[src/rtl/pc_sequencer.sv]
// rtl/pc_sequencer.sv - fetch-stage program counter with start/run/done control FSM
// Picks hold, +1, LUT jump or relative branch each RUN cycle; tracks run cycles and PC wrap.
module pc_sequencer #(
  parameter int unsigned D     = 12,
  parameter logic [D-1:0] START = '0,
  parameter int unsigned C     = 16
) (
  input  logic         clk,
  input  logic         reset,
  input  logic         start,
  input  logic         stall,
  input  logic         halt,
  input  logic         jump_en,
  input  logic [D-1:0] lut_target,
  input  logic         rel_en,
  input  logic [7:0]   rel_off,
  output logic [D-1:0] prog_ctr,
  output logic         running,
  output logic         done,
  output logic         wrap_err,
  output logic [C-1:0] cycle_ct
);

  typedef enum logic [1:0] {
    IDLE = 2'd0,
    RUN  = 2'd1,
    DONE = 2'd2
  } state_t;

  state_t       r_state;
  logic [D-1:0] r_pc;
  logic         r_running;
  logic         r_done;
  logic         r_wrap;
  logic [C-1:0] r_ct;

  // Two extra bits above the PC: bit D flags carry, bit D+1 flags a negative (borrow) result.
  logic [D:0]   w_inc;
  logic [D+1:0] w_rel;
  logic         w_rel_wrap;
  logic         w_ct_sat;

  assign w_inc      = {1'b0, r_pc} + {{D{1'b0}}, 1'b1};
  assign w_rel      = {2'b00, r_pc} + {{(D-6){rel_off[7]}}, rel_off};
  assign w_rel_wrap = w_rel[D+1] | w_rel[D];
  assign w_ct_sat   = &r_ct;

  always_ff @(posedge clk) begin
    if (!reset) begin
      r_state   <= IDLE;
      r_pc      <= START;
      r_running <= 1'b0;
      r_done    <= 1'b0;
      r_wrap    <= 1'b0;
      r_ct      <= '0;
    end else begin
      case (r_state)
        IDLE, DONE: begin
          if (start) begin
            r_state   <= RUN;
            r_pc      <= START;
            r_running <= 1'b1;
            r_done    <= 1'b0;
            r_wrap    <= 1'b0;
            r_ct      <= '0;
          end
        end
        RUN: begin
          if (!w_ct_sat) begin
            r_ct <= r_ct + {{(C-1){1'b0}}, 1'b1};
          end
          if (stall) begin
            r_pc <= r_pc;
          end else if (halt) begin
            r_state   <= DONE;
            r_running <= 1'b0;
            r_done    <= 1'b1;
          end else if (jump_en) begin
            r_pc <= lut_target;
          end else if (rel_en) begin
            r_pc   <= w_rel[D-1:0];
            r_wrap <= r_wrap | w_rel_wrap;
          end else begin
            r_pc   <= w_inc[D-1:0];
            r_wrap <= r_wrap | w_inc[D];
          end
        end
        default: begin
          r_state   <= IDLE;
          r_running <= 1'b0;
          r_done    <= 1'b0;
        end
      endcase
    end
  end

  assign prog_ctr = r_pc;
  assign running  = r_running;
  assign done     = r_done;
  assign wrap_err = r_wrap;
  assign cycle_ct = r_ct;

endmodule

[config.mk]
export PLATFORM = sky130hd
export DESIGN_NAME = pc_sequencer
export DESIGN_NICKNAME = d
export VERILOG_FILES = /design/src/rtl/pc_sequencer.sv
export SDC_FILE = /design/constraint.sdc
export NUM_CORES = 1
export LEC_CHECK = 0
export CAP_MARGIN = 20
export CORE_UTILIZATION = 45
export DETAILED_ROUTE_END_ITERATION = 6
export PLACE_DENSITY = 0.79
export SYNTH_ARGS = -nofsm -noshare
export SYNTH_HDL_FRONTEND = slang
export SYNTH_SLANG_ARGS = --single-unit
[constraint.sdc]
create_clock -name clk -period 6.8 [get_ports clk]
set_clock_uncertainty 0.05 [all_clocks]
set_input_delay 1.7 -clock clk [delete_from_list [all_inputs] [get_ports clk]]
set_output_delay 1.7 -clock clk [all_outputs]
set_load 0.01 [all_outputs]
==> metrics.txt, run 1 <==
Syn Nets 355; clock-pin slew on the worst setup and hold paths 0.07 ns; crit path max fanout 4; Post-Place Cells 426; CP Data Arrival Time 3.96 ns; largest net degree at the start of global routing 26; Synth Instances 312; diode count 0; CP bufs+invs 1; crit share post-route 56.4%; Initial Util 47.7%; RSZ-0062 raised after global routing no; final hold violation count 0; Least-Margin Pin Slew 0.934 ns; Yosys reg bits 32; Core ar. 5240 um2; PnR worst setup slack 2.96 ns; Port Buffers 57; met1 Use GR 31.5%; CP Launch Type primary input; setup repair bufs after CTS 0; FFs w/ async S/R, synth 0%; worst hold stages 2; synthesized area 2500 um2; final wirelength 6.78 mm; Worst path depth 8; Num CTS Buffers 5; cell family with most CP delay compound AO/OA/AOI/OAI gates; maximum vdd ir drop 0.0919 mV; DR iter-0 viols 185; GR met3 Demand/Resource 4.31%; critical path capture point type register; initial antenna violation count 0; Clock Sinks 32; sequential area share after synthesis 25.6%; Hold Path Class register to register; vias in the first global route 2443; EDFF count, synth 0; routing usage on met2 39.8%; chip height 76.5 um; Internal 300 uW; drc violations 0; setup_tns 0 ns; number of cells upsized or downsized after cts 0; net switching power 119 uW; critical path's slowest cell fa_1; Tmin final 3.84 ns; Top-Level Pins 58; DP Worst Slack 2.69 ns; H-tree depth 2; outcome finished clean; yosys warns 0; drt wl/cell 15.7 um; first-pass GRT wire length 11.4 mm; FF-to-FF path depth 7; root buf cell clkbuf_8; Slew HR 37.5%; Final Max Tran Viols 0; critical path class primary input to register; Peak Freq 261 MHz; combinational fraction of design power 20.2%; CTS hold repair buffers 0; Final Core Density 60.5%; Crit path largest cell delay 0.43 ns; GRT busiest layer met2; crit-path cells clkdlybuf4s50_1 > ha_1 > fa_1 > a211oi_1 > o21ai_1 > a211oi_1 > nor2_1 > o211a_1; post-route ant nets 0; Area Growth Syn to Fin 26.7%; vias after detailed routing 2597; gp weighted congestion 0.917; sw frac 28.4%; sequential share of power 47.0%; Avg Inst Size Synth 8.01 um2; post-synth cell types 56; Final #Nets 406; All-Layer GR Usage 23.7%; std cell rows 26; Top FF cell, synth dfxtp_1; Die Wd 76.5 um; dpl hpwl 5.09 mm; share of total power in the clock network 32.8%; First-pass DRT Iterations 4; most frequent cells in the layout clkdlybuf4s50_1 (57), nor2_1 (32), dfxtp_1 (32), nand2_1 (22); GRT overflow 0; fraction of final layout cells sized beyond drive strength 1 3.86%; Cell Count, Final, Fillers Out 433; die area 5860 um2; Max Cap Viol 0; Critical Path RT 6.92 ns; most common library cell in the layout ignoring fill and taps clkdlybuf4s50_1; TritonCTS clock tree built; Finish-stage setup viols 0; DR vias/cell 6.00; Top cell by count, worst path a211oi_1; clk_lat worst skew 0.28 ns; Clock Path Buffers 2; leak pwr 0.00121 uW; power per cell area 132 nW/um2
metrics by stage:
step,instance area (um2),hold WS [ns],total power (uW)
after CTS,3170,0.499,420
after floorplan,2500,0.477,249
after detailed placement,3090,0.476,284
after global placement,3090,0.459,283
after global routing,3170,0.533,440
final,3170,0.492,419
worst min-delay path: cells and delay by family (launching register included):
family / cells / cell delay, ns
flops: 1 / 0.36
simple gates: 1 / 0.07
xor+xnor: 1 / 0.08
flip-flops by register name (all words and copies together), names as in the netlist:
signal,count
cycle_ct,16
prog_ctr,12
r_state,2
running,1
wrap_err,1
power by group through the flow:
stage | sequential [uW] | clock, uW | combinational, uW
global route | 197 | 150 | 93.0
CTS | 196 | 140 | 84.0
floorplan | 200 | 0 | 48.8
finish | 197 | 137 | 84.6
detailed placement | 201 | 0 | 83.6
global placement | 200 | 0 | 82.6
cells in the mapped netlist (8+ instances only):
| library cell | count | share of area [%] |
|---|---|---|
| nand3_1 | 20 | 4.0 |
| dfxtp_1 | 32 | 26 |
| ha_1 | 15 | 7.5 |
| nor2_1 | 32 | 4.8 |
| a21oi_1 | 20 | 4.0 |
| a211oi_1 | 9 | 2.7 |
| a21o_1 | 8 | 2.4 |
| nand4_1 | 12 | 3.0 |
| nand2_1 | 22 | 3.3 |
| o21ai_0 | 13 | 2.6 |
| xor2_1 | 20 | 7.0 |
area by class of cell:
| type | instances | area [um2] |
|---|---|---|
| clock buffer | 6 | 72.6 |
| inverter | 6 | 22.5 |
| sequential | 32 | 641 |
| clock inverter | 1 | 5.00 |
| timing repair buffer | 57 | 571 |
| fill | 503 | 2070 |
| multi-input combinational | 261 | 1770 |
| tap | 70 | 87.6 |
path summary, 6_finish.rpt:
check / start / to / slack (ns)
worst max-delay path: rel_off[0] / wrap_err / 2.96
worst min-delay path: cycle_ct[6] / cycle_ct[6] / 0.49
worst max register to register: prog_ctr[0] / wrap_err / 4.41
worst min register to register: cycle_ct[6] / cycle_ct[6] / 0.49
logic make-up (layout without fill, tap and decap cells):
logic type      Yosys count  in the layout  share of synthesized area [%]
xor+xnor                 23             23                           8.06
flops                    32             32                           25.6
mux                       2              2                          0.801
compound gates           97             97                           27.0
fa+ha+maj                16             16                           8.31
simple gates            123            123                           26.5
buf+inv                  19             70                           3.65
per-layer routing:
metal  share of wire, %  up-vias  routed length [um]
li1                   -     1298                   -
met1                 47     1210                3180
met2                 47       79                3160
met3                5.4       10                 367
met4                1.1        0                  72
met5                  0        -                   0
(Power assumes the default switching activity.)
==> run 2, diff against run 1 <==
clock period = 3.8 ns   (was 6.8 ns; I/O delays follow)
==> run 2 against run 1 <==
Effect of this change:
- die area is the same
- first-iteration DRC count up 4.3%
- hold slack got worse by 0.011 ns
- clock-buffer cell count unchanged
- via count rose by 1.8%
==> metrics.txt, run 2 (synthesis results as in run 1) <==
outcome finished clean; share of total power in the clock network 32.8%; gp weighted congestion 0.908; worst hold stages 2; initial antenna violation count 0; first-pass GRT wire length 11.5 mm; reg2reg start prog_ctr[0]; Tmin final 3.13 ns; Port Buffers 57; Finish-stage setup viols 0; CP Launch Type primary input; sw frac 28.4%; Clock Sinks 32; sequential share of power 46.7%; clock-pin slew on the worst setup and hold paths 0.07 ns; Worst Setup SP rel_off[0]; Internal 540 uW; Peak Freq 319 MHz; final wirelength 6.81 mm; leak pwr 0.00124 uW; crit share post-route 82.4%; Hold Crit Start cycle_ct[1]; largest net degree at the start of global routing 18; fillers 469; Clock Path Buffers 2; FF-to-FF path depth 7; Top-Level Pins 58; Final Max Tran Viols 0; net switching power 214 uW; Final Core Density 61.3%; drt wl/cell 15.5 um; crit path max fanout 4; critical path class primary input to register; number of cells upsized or downsized after cts 0; post-route ant nets 0; RSZ-0062 raised after global routing no; Final #Nets 412; drc violations 0; DR iter-0 viols 193; final hold violation count 0; DR vias/cell 6.02; combinational fraction of design power 20.5%; Slew HR 61.8%; GRT overflow 0; Hold Path Class register to register; Critical Path RT 3.92 ns; Core ar. 5240 um2; TritonCTS clock tree built; CTS hold repair buffers 0; max reg flops 16; Initial Util 47.7%; dpl hpwl 5.10 mm; most common library cell in the layout ignoring fill and taps clkdlybuf4s50_1; Area Growth Syn to Fin 28.5%; setup repair bufs after CTS 0; All-Layer GR Usage 23.9%; maximum vdd ir drop 0.202 mV; most frequent cells in the layout clkdlybuf4s50_1 (57), nor2_1 (32), dfxtp_1 (32), nand2_1 (22); hold endpoint cycle_ct[1]; First-pass DRT Iterations 4; power per cell area 235 nW/um2; die area 5860 um2; vias in the first global route 2408; clk_lat worst skew 0.28 ns; vias after detailed routing 2643; Die Wd 76.5 um; std cell rows 26; root buf cell clkbuf_8; chip height 76.5 um; H-tree depth 2; worst reg2reg endpoint wrap_err; setup_tns 0 ns; reg2reg setup slack 1.34 ns; Max Cap Viol 0; Num CTS Buffers 5; fraction of final layout cells sized beyond drive strength 1 5.42%; diode count 0; CP Data Arrival Time 3.26 ns; Least-Margin Pin Slew 0.573 ns; critical path capture point type register
[run 2: how the worst max path moves through the flow]
stage	cells past startpoint	end
6_report	8	wrap_err
5_1_grt	8	wrap_err
4_1_cts	8	wrap_err
3_5_place_dp	8	wrap_err
3_3_place_gp	8	wrap_err
2_1_floorplan	7	wrap_err
[run 2: cell type report]
class,instances,area (um2),share of cell area [%]
Inverter,6,22.5,0.701
Clock buffer,6,72.6,2.26
Timing Repair Buffer,63,616,19.2
Tap cell,70,87.6,2.73
Sequential cell,32,641,19.9
Clock inverter,1,5.00,0.156
Multi-Input combinational cell,261,1770,55.0
[run 2: metrics by stage]
| step | area [um2] | total power, uW | std cells | setup WS [ns] | hold slack, ns |
|---|---|---|---|---|---|
| finish | 3210 | 754 | 439 | 0.667 | 0.481 |
| global route | 3210 | 789 | 439 | 0.493 | 0.536 |
| CTS | 3210 | 756 | 439 | 0.695 | 0.475 |
| detailed placement | 3130 | 512 | 432 | 0.418 | 0.463 |
| global placement | 3130 | 510 | 432 | 0.468 | 0.465 |
| floorplan | 2500 | 446 | 312 | 1.05 | 0.477 |
[run 2: metal layers]
layer,track usage [%],part of all wire [%],vias to the layer above
met3,4.07,5.8,5
li1,-,-,1310
met5,0,0,-
met4,6.92,0.90,0
met1,32.3,47,1238
met2,38.9,46,90
[run 2: power groups by stage]
stage,logic (uW),clock network (uW),registers [uW]
5_1_grt,170,266,353
3_3_place_gp,151,0,359
6_report,155,247,352
3_5_place_dp,153,0,359
2_1_floorplan,87.4,0,359
4_1_cts,154,250,352
[run 2: critical path, cell delays in order]
cell	delay, ns
clkdlybuf4s50_1	0.40
ha_1	0.24
fa_1	0.44
a211oi_1	0.38
o21ai_1	0.22
a211oi_1	0.31
nor2_1	0.08
o211a_1	0.23
